### src/rtl/board_read_arbiter.sv
// board_read_arbiter: round-robin arbitration of the board memory read port among win checker, renderer and debug.
// Optional macro DEBUG_PORT_EN enables the debug requester; otherwise the ring is W<->R only.
`default_nettype none

module board_read_arbiter #(
   parameter int ROWS = 6,
   parameter int COLS = 7
) (
   input  logic       clk,
   input  logic       rst,
   input  logic       board_wr,
   input  logic       req_w,
   input  logic       req_r,
   input  logic       req_d,
   input  logic [2:0] row_w,
   input  logic [2:0] row_r,
   input  logic [2:0] row_d,
   input  logic [2:0] col_w,
   input  logic [2:0] col_r,
   input  logic [2:0] col_d,
   output logic       gnt_w,
   output logic       gnt_r,
   output logic       gnt_d,
   output logic       rsp_valid_w,
   output logic       rsp_valid_r,
   output logic       rsp_valid_d,
   output logic [1:0] rsp_data,
   output logic       mem_rd_en,
   output logic [2:0] mem_rd_row,
   output logic [2:0] mem_rd_col,
   input  logic [1:0] mem_rd_data
);

   typedef enum logic [1:0] {PTR_W = 2'd0, PTR_R = 2'd1, PTR_D = 2'd2} ptr_t;
   typedef enum logic [1:0] {OWN_NONE = 2'd0, OWN_W = 2'd1, OWN_R = 2'd2, OWN_D = 2'd3} owner_t;

   localparam logic [3:0] ROWS_LIM = 4'(ROWS);
   localparam logic [3:0] COLS_LIM = 4'(COLS);

   ptr_t       ptr, ptr_nxt;
   owner_t     owner, owner_nxt;
   logic       oob, oob_nxt;
   logic       elig_w, elig_r, elig_d;
   logic       any_gnt, in_range;
   logic [2:0] sel_row, sel_col;

   // Board writes own the memory port, and reset suppresses all grants.
   assign elig_w = req_w & ~board_wr & ~rst;
   assign elig_r = req_r & ~board_wr & ~rst;
`ifdef DEBUG_PORT_EN
   assign elig_d = req_d & ~board_wr & ~rst;
`else
   assign elig_d = req_d & 1'b0;
`endif

   always_comb begin
      gnt_w     = 1'b0;
      gnt_r     = 1'b0;
      gnt_d     = 1'b0;
      ptr_nxt   = ptr;
      owner_nxt = OWN_NONE;
      sel_row   = 3'd0;
      sel_col   = 3'd0;

      unique case (ptr)
         PTR_R: begin
            if (elig_r)      gnt_r = 1'b1;
            else if (elig_d) gnt_d = 1'b1;
            else if (elig_w) gnt_w = 1'b1;
         end
         PTR_D: begin
            if (elig_d)      gnt_d = 1'b1;
            else if (elig_w) gnt_w = 1'b1;
            else if (elig_r) gnt_r = 1'b1;
         end
         default: begin
            if (elig_w)      gnt_w = 1'b1;
            else if (elig_r) gnt_r = 1'b1;
            else if (elig_d) gnt_d = 1'b1;
         end
      endcase

      if (gnt_w) begin
         sel_row   = row_w;
         sel_col   = col_w;
         owner_nxt = OWN_W;
         ptr_nxt   = PTR_R;
      end
      if (gnt_r) begin
         sel_row   = row_r;
         sel_col   = col_r;
         owner_nxt = OWN_R;
`ifdef DEBUG_PORT_EN
         ptr_nxt   = PTR_D;
`else
         ptr_nxt   = PTR_W;
`endif
      end
      if (gnt_d) begin
         sel_row   = row_d;
         sel_col   = col_d;
         owner_nxt = OWN_D;
         ptr_nxt   = PTR_W;
      end

      any_gnt    = gnt_w | gnt_r | gnt_d;
      in_range   = ({1'b0, sel_row} < ROWS_LIM) && ({1'b0, sel_col} < COLS_LIM);
      // Out-of-range reads still get a response slot, but never touch memory.
      mem_rd_en  = any_gnt & in_range;
      oob_nxt    = any_gnt & ~in_range;
      mem_rd_row = sel_row;
      mem_rd_col = sel_col;
   end

   always_ff @(posedge clk or posedge rst) begin
      if (rst) begin
         ptr   <= PTR_W;
         owner <= OWN_NONE;
         oob   <= 1'b0;
      end else begin
         ptr   <= ptr_nxt;
         owner <= owner_nxt;
         oob   <= oob_nxt;
      end
   end

   assign rsp_valid_w = (owner == OWN_W);
   assign rsp_valid_r = (owner == OWN_R);
`ifdef DEBUG_PORT_EN
   assign rsp_valid_d = (owner == OWN_D);
`else
   assign rsp_valid_d = 1'b0;
`endif
   assign rsp_data = ((owner != OWN_NONE) && !oob) ? mem_rd_data : 2'b00;

endmodule

`default_nettype wire

### config.mk
export PLATFORM = sky130hd
export DESIGN_NAME = board_read_arbiter
export DESIGN_NICKNAME = d
export VERILOG_FILES = /design/src/rtl/board_read_arbiter.sv
export SDC_FILE = /design/constraint.sdc
export NUM_CORES = 1
export LEC_CHECK = 0
export BUFFER_PORTS_ARGS = -buffer_cell sky130_fd_sc_hd__buf_2
export CAP_MARGIN = 20
export CORE_AREA = 5 5 42 44
export DETAILED_ROUTE_END_ITERATION = 8
export DIE_AREA = 0 0 47 49
export PLACE_DENSITY = 0.68
export SYNTH_ARGS = -nofsm -noshare
export SYNTH_HDL_FRONTEND = slang
export SYNTH_SLANG_ARGS = --single-unit
export TNS_END_PERCENT = 10
### constraint.sdc
create_clock -name clk -period 2.5 [get_ports clk]
set_input_delay 0.625 -clock clk [delete_from_list [all_inputs] [get_ports clk]]
set_output_delay 0.625 -clock clk [all_outputs]
set_load 0.005 [all_outputs]
### Word level (Yosys, flattened, before mapping)

Index checks and enable logic that the tools add are counted.

| cells by class | value |
|---|---|
| bitwise operators | 10 |
| mux-type cells | 15 |
| reduce and logical (&&, ||, !) cells | 5 |
| equality and inequality tests | 3 |
| order comparisons | 2 |

Operator list:

| cell | count |
|---|---|
| $mux 3 | 4 |
| $mux 2 | 4 |
| $mux 1 | 7 |
| $and 1x1->1 | 6 |
| $lt 3x3->1 const B | 2 |
| $eq 2x1->1 const B | 2 |
| $reduce_bool 2->1 | 2 |
| $not 1->1 | 3 |
| $eq 2x2->1 const B | 1 |
| $logic_and 1x1->1 | 2 |
| $logic_not 1->1 | 1 |
| $or 1x1->1 | 1 |

| storage, ports and cells | value |
|---|---|
| register bits after elaboration | 5 |

### Logic depth before layout (Yosys ltp)

| logic depth | value |
|---|---|
| word-level depth | 12 |
| depth in mapped cells | 5 |
| mapped depth without buffers | 4 |

### Least setup slack after synthesis

Ideal clock, no wire load.

| timing path | value |
|---|---|
| path kind | input to output |
| start point | input req_r |
| end point | output mem_rd_en |
| path slack | 0.409 ns |
| data required time | 1.875 ns |
| stages | 5 |
| data arrival time | 1.466 ns |
| path through | nor3b_4 -> and2_1 -> buf_2 -> a31o_2 -> nor3_1 |

| between the ends | value |
|---|---|
| word-level cells in the longest chain between the ends | 9 |

RTL lines:

| item | line | text |
|---|---|---|
| start: declaration | 13 | `input logic req_r,` |
| $and 1x1->1 (*) (2 in a row) | 49 | `assign elig_r = req_r & ~board_wr & ~rst;` |
| $mux 1 (*) | 67, 74, 78 |  |
| $mux 1 | 77 | `if (elig_w) gnt_w = 1'b1;` |
| $mux 1 (*) | - |  |
| via gnt_r | 22 | `output logic gnt_r,` |
| $mux 3 | 89 | `if (gnt_r) begin` |
| $lt 3x3->1 | 107 | `in_range = ({1'b0, sel_row} < ROWS_LIM) && ({1'b0, sel_col} < COLS_LIM);` |
| $logic_and 1x1->1 | 107 |  |
| $and 1x1->1 (*) | 109 | `mem_rd_en = any_gnt & in_range;` |
| end: declaration | 28 | `output logic mem_rd_en,` |

Mark *: on every way through the listed nets, which the timed path passes. The rest lies on a longest branch.

### Final worst setup path

| timing path | value |
|---|---|
| start point | input board_wr |
| end point | output mem_rd_en |

| between the ends | value |
|---|---|
| word-level cells in the longest chain between the ends | 11 |

RTL lines:

| item | line | text |
|---|---|---|
| start: declaration | 11 | `input logic board_wr,` |
| $not 1->1 (*) | 48, 49 |  |
| $and 1x1->1 (2 in a row) | 48 | `assign elig_w = req_w & ~board_wr & ~rst;` |
| $mux 1 | 69, 73, 77 |  |
| $mux 1 | 67 | `if (elig_r) gnt_r = 1'b1;` |
| $mux 1 | - |  |
| $mux 3 | 83 | `if (gnt_w) begin` |
| $mux 3 | 89 |  |
| $lt 3x3->1 | 107 |  |
| $logic_and 1x1->1 | 107 |  |
| $and 1x1->1 (*) | 109 |  |

Every way passes the cells marked *; elsewhere a longest branch is shown, timed or not.

==> flow_summary.html <==
<table>
<tr><th>Metric</th><th>Value</th></tr>
<tr><th colspan="2">Global route</th></tr>
<tr><td>Number of global-route vias before repair</td><td>464</td></tr>
<tr><td>Total routing resource utilization after global routing</td><td>0.1075</td></tr>
<tr><td>Number of antenna violations at the first check in global routing</td><td>0</td></tr>
<tr><td>Maximum number of pins on one net before global-route repair</td><td>10</td></tr>
<tr><td>Wire length of the first global-routing pass</td><td>1794 µm</td></tr>
<tr><td>Global route total overflow</td><td>0</td></tr>
<tr><th colspan="2">Critical path</th></tr>
<tr><td>Slowest CP cell</td><td>sky130_fd_sc_hd__a2111oi_4</td></tr>
<tr><td>Data arrival, critical path</td><td>1.81 ns</td></tr>
<tr><td>Worst stage delay on the critical path</td><td>0.41 ns</td></tr>
<tr><td>Library cell appearing most often on the critical path</td><td>sky130_fd_sc_hd__buf_2</td></tr>
<tr><td>Worst endpoint required time</td><td>1.88 ns</td></tr>
<tr><td>Critical Path Sink Type</td><td>primary output</td></tr>
<tr><td>Ordered list of cells on the worst path</td><td>buf_2 -&gt; nor3b_4 -&gt; nand3_2 -&gt; a2111oi_4 -&gt; nor3_1 -&gt; buf_2</td></tr>
<tr><td>Start-to-end type of the worst setup path</td><td>in2out</td></tr>
<tr><td>Worst path bufs/invs</td><td>2</td></tr>
<tr><td>Cell class contributing the biggest share of worst-path delay</td><td>simple AND/OR/NAND/NOR gates</td></tr>
<tr><td>CP Launch Type</td><td>input port</td></tr>
<tr><td>Worst Path Max Fanout</td><td>5</td></tr>
<tr><td>Worst-case register-to-register setup slack</td><td>0.90 ns</td></tr>
<tr><th colspan="2">STA</th></tr>
<tr><td>Final Worst Setup Slack</td><td>0.06582 ns</td></tr>
<tr><td>Fin Setup TNS</td><td>0 ns</td></tr>
<tr><td>Number of hold-slack violations in the final timing report</td><td>0</td></tr>
<tr><td>Hold_ws</td><td>0.2821 ns</td></tr>
<tr><td>Worst clock skew on the final layout</td><td>0.002040 ns</td></tr>
<tr><td>Maximum frequency from static timing analysis</td><td>410.8 MHz</td></tr>
<tr><td>Number of endpoints failing setup at the final stage</td><td>0</td></tr>
<tr><td>Number of slew-limit violations in the final report</td><td>0</td></tr>
<tr><td>Post-route clock period utilization</td><td>0.9737</td></tr>
<tr><td>Post-layout min period</td><td>2.434 ns</td></tr>
<tr><th colspan="2">Final layout</th></tr>
<tr><td>Multi-input logic area</td><td>289.0 µm²</td></tr>
<tr><td>NumNets Final</td><td>107</td></tr>
<tr><td>Post-route core utilization</td><td>0.4527</td></tr>
<tr><td>Layout cell share with drive strength beyond 1</td><td>0.6076</td></tr>
<tr><td>Area added between synthesis and finish</td><td>52.25%</td></tr>
<tr><td>Inserted Diodes</td><td>0</td></tr>
<tr><td>Footprint of the flip-flops and latches</td><td>100.1 µm²</td></tr>
<tr><td>Final-layout fill cell count</td><td>159</td></tr>
<tr><th colspan="2">Routing</th></tr>
<tr><td>Via count</td><td>471</td></tr>
<tr><td>Violation count after the first detailed-routing iteration</td><td>1</td></tr>
<tr><td>Routed met2 length</td><td>522 µm</td></tr>
<tr><td>Number of optimization iterations in the first detailed-route pass</td><td>2</td></tr>
<tr><td>Highest Signal Layer</td><td>met4</td></tr>
<tr><td>Average detailed-routed wire length per instance</td><td>11.87 µm</td></tr>
<tr><td>Number of antenna-violating nets in the routed design</td><td>0</td></tr>
<tr><td>Average vias per placed instance</td><td>4.958</td></tr>
<tr><td>Total length of routed met3 wires</td><td>130 µm</td></tr>
<tr><td>DRC Markers</td><td>0</td></tr>
<tr><td>Total routed wirelength</td><td>1128 µm</td></tr>
<tr><td>Met1 wire length</td><td>467 µm</td></tr>
<tr><th colspan="2">Clocking</th></tr>
<tr><td>Number of clock sinks</td><td>4</td></tr>
<tr><td>CTS Root Cell</td><td>sky130_fd_sc_hd__clkbuf_4</td></tr>
<tr><td>CTS clk-pin slew, worst paths</td><td>0.04 ns</td></tr>
<tr><td>Maximum level of the CTS H-tree</td><td>1</td></tr>
<tr><td>Clock tree buffer depth</td><td>2</td></tr>
<tr><td>Source-to-sink clock delay at the later pin of the worst-skew pair</td><td>0.24 ns</td></tr>
<tr><td>Number of buffers created by CTS</td><td>3</td></tr>
<tr><td>TritonCTS clock tree</td><td>built</td></tr>
<tr><th colspan="2">Pwr</th></tr>
<tr><td>Switching share of power</td><td>0.3026</td></tr>
<tr><td>Internal</td><td>0.1655 mW</td></tr>
<tr><td>Leakage power total</td><td>0.3418 nW</td></tr>
<tr><td>Clock power share</td><td>0.342</td></tr>
<tr><td>Power density cells</td><td>374.1 nW/µm²</td></tr>
<tr><td>Sequential share of power</td><td>0.317</td></tr>
<tr><td>Largest vdd supply drop</td><td>0.1523 mV</td></tr>
<tr><td>Combinational cell fraction of total power</td><td>0.341</td></tr>
<tr><td>Net load switching power</td><td>0.07180 mW</td></tr>
<tr><th colspan="2">Hold path</th></tr>
<tr><td>Class of the worst hold path</td><td>in2async</td></tr>
<tr><th colspan="2">Synth</th></tr>
<tr><td>Share of synthesized registers carrying an async set or reset</td><td>1.000</td></tr>
<tr><td>Most common library cells after synthesis</td><td>sky130_fd_sc_hd__a22o_1, sky130_fd_sc_hd__dfrtp_1, sky130_fd_sc_hd__inv_1, sky130_fd_sc_hd__nor2_1</td></tr>
<tr><td>Sequential element share of the synthesized area</td><td>0.2402</td></tr>
<tr><td>Distinct cell type count of the synthesized netlist</td><td>25</td></tr>
<tr><td>Post-synthesis instance area</td><td>416.7 µm²</td></tr>
<tr><td>Flops &amp; latches, synth</td><td>4</td></tr>
<tr><td>Cell count after synthesis</td><td>44</td></tr>
<tr><td>Post-synthesis average cell area</td><td>9.469 µm²</td></tr>
<tr><td>Prevailing post-synth register cell</td><td>sky130_fd_sc_hd__dfrtp_1</td></tr>
<tr><td>Warnings, synthesis</td><td>0</td></tr>
<tr><td>Synth area leaders</td><td>sky130_fd_sc_hd__dfrtp_1, sky130_fd_sc_hd__a22o_1, sky130_fd_sc_hd__nor3b_4, sky130_fd_sc_hd__a2111oi_4, sky130_fd_sc_hd__a31o_2</td></tr>
<tr><td>Share of the synthesized area in the top cell type</td><td>0.2402</td></tr>
<tr><td>Number of enable-type register cells in the synthesized netlist</td><td>0</td></tr>
<tr><td>Cell accounting for the most synthesized area</td><td>sky130_fd_sc_hd__dfrtp_1</td></tr>
<tr><td>Most numerous cell in the Yosys netlist</td><td>sky130_fd_sc_hd__a22o_1</td></tr>
<tr><th colspan="2">Placement</th></tr>
<tr><td>Count of buffers inserted at the top-level ports</td><td>31</td></tr>
<tr><td>DP Wirelength</td><td>889.5 µm</td></tr>
<tr><td>Placer's final routability congestion estimate</td><td>0.8077</td></tr>
<tr><td>Place WS</td><td>0.03335 ns</td></tr>
<tr><th colspan="2">Flow run</th></tr>
<tr><td>Maximum Capacitance Violations</td><td>0</td></tr>
<tr><th colspan="2">Floorplan</th></tr>
<tr><td>Core Box Area</td><td>1401 µm²</td></tr>
<tr><td>Full die area</td><td>2303 µm²</td></tr>
<tr><td>Die extent in x</td><td>47 µm</td></tr>
<tr><td>I/O Pins</td><td>41</td></tr>
<tr><td>Height of the chip</td><td>49 µm</td></tr>
<tr><td>Starting utilization of the core area</td><td>0.2973</td></tr>
<tr><td>Number of core rows</td><td>14</td></tr>
<tr><th colspan="2">Status</th></tr>
<tr><td>Run status</td><td>finished, final reports clean</td></tr>
</table>
## path summary, 6_finish.rpt
check                      startpoint        end  depth (start not counted)
max                          board_wr  mem_rd_en                          6
min                               rst        oob                          2
max reg2reg                    ptr[0]        oob                          5
min reg2reg                    ptr[0]     ptr[0]                          1
max in group asynchronous         rst   owner[0]                          2
min in group clk               ptr[0]     ptr[0]                          1
## per-layer routing
| layer | up-vias | track usage |
|---|---|---|
| li1 | 232 | - |
| met1 | 209 | 0.1269 |
| met2 | 28 | 0.1561 |
| met3 | 2 | 0.04797 |
| met4 | 0 | 0.05991 |
| met5 | - | 0 |
## kinds of logic (layout without fill, tap and decap cells)
family | Yosys count | count (layout) | synth area share
AND/OR/NAND/NOR | 17 | 17 | 0.3213
AO/OA/AOI/OAI | 15 | 15 | 0.3424
buffers and inverters | 7 | 41 | 0.08708
flip-flops | 4 | 4 | 0.2402
other | 1 | 2 | 0.009000
## cell type report
type	instances	share of cell area
inverter	3	0.01775
multi-input combinational	34	0.4556
timing repair buffer	35	0.3018
clock buffer	3	0.03550
tap	16	0.03156
sequential	4	0.1578
## flip-flops by register name, indices dropped and copies added, names as in the netlist
| register | cells |
|---|---|
| ptr | 1 |
| oob | 1 |
| owner | 2 |
## stage by stage
step | instance area [µm²] | instances | power, mW
after floorplan | 420.4 | 45 | 0.1189
after global placement | 578.1 | 89 | 0.1519
after detailed placement | 578.1 | 89 | 0.1529
after CTS | 600.6 | 92 | 0.2381
after global routing | 634.4 | 95 | 0.2585
final | 634.4 | 95 | 0.2373
## worst register-to-register path: stages (launching register included)
cell and delay [ns]:
sky130_fd_sc_hd__dfrtp_1 0.38, sky130_fd_sc_hd__nand2b_1 0.22, sky130_fd_sc_hd__a31oi_1 0.30, sky130_fd_sc_hd__a2111oi_4 0.10
sky130_fd_sc_hd__buf_4 0.14, sky130_fd_sc_hd__a311o_1 0.33
## cells in the final DEF, fill, tap and decap left out, types with 2 or more instances in the layout
cell	count
sky130_fd_sc_hd__nor2b_1	2
sky130_fd_sc_hd__nor2_1	3
sky130_fd_sc_hd__conb_1	2
sky130_fd_sc_hd__and2_1	2
sky130_fd_sc_hd__a31o_2	2
sky130_fd_sc_hd__buf_4	4
sky130_fd_sc_hd__inv_1	3
sky130_fd_sc_hd__nor3b_4	2
sky130_fd_sc_hd__a22o_1	5
sky130_fd_sc_hd__nand2_1	2
sky130_fd_sc_hd__clkbuf_4	3
sky130_fd_sc_hd__buf_2	30
sky130_fd_sc_hd__a31oi_1	2
sky130_fd_sc_hd__dfrtp_1	4
## power by group through the flow
stage	sequential, mW	combinational, mW	clock [mW]
after detailed placement	0.0754	0.0776	0
after floorplan	0.0747	0.0442	0
after global placement	0.0757	0.0762	0
final	0.0752	0.0810	0.0812
after CTS	0.0752	0.0780	0.0849
after global routing	0.0766	0.0901	0.0917
## what timing repair did
item | 4_1_cts | 5_1_grt
endpoints found under the setup margin | 0 | 1
hold buffers | 0 | 0
resized for setup | 0 | 4
buffers inserted | 0 | 3
(Power assumes the default switching activity.)
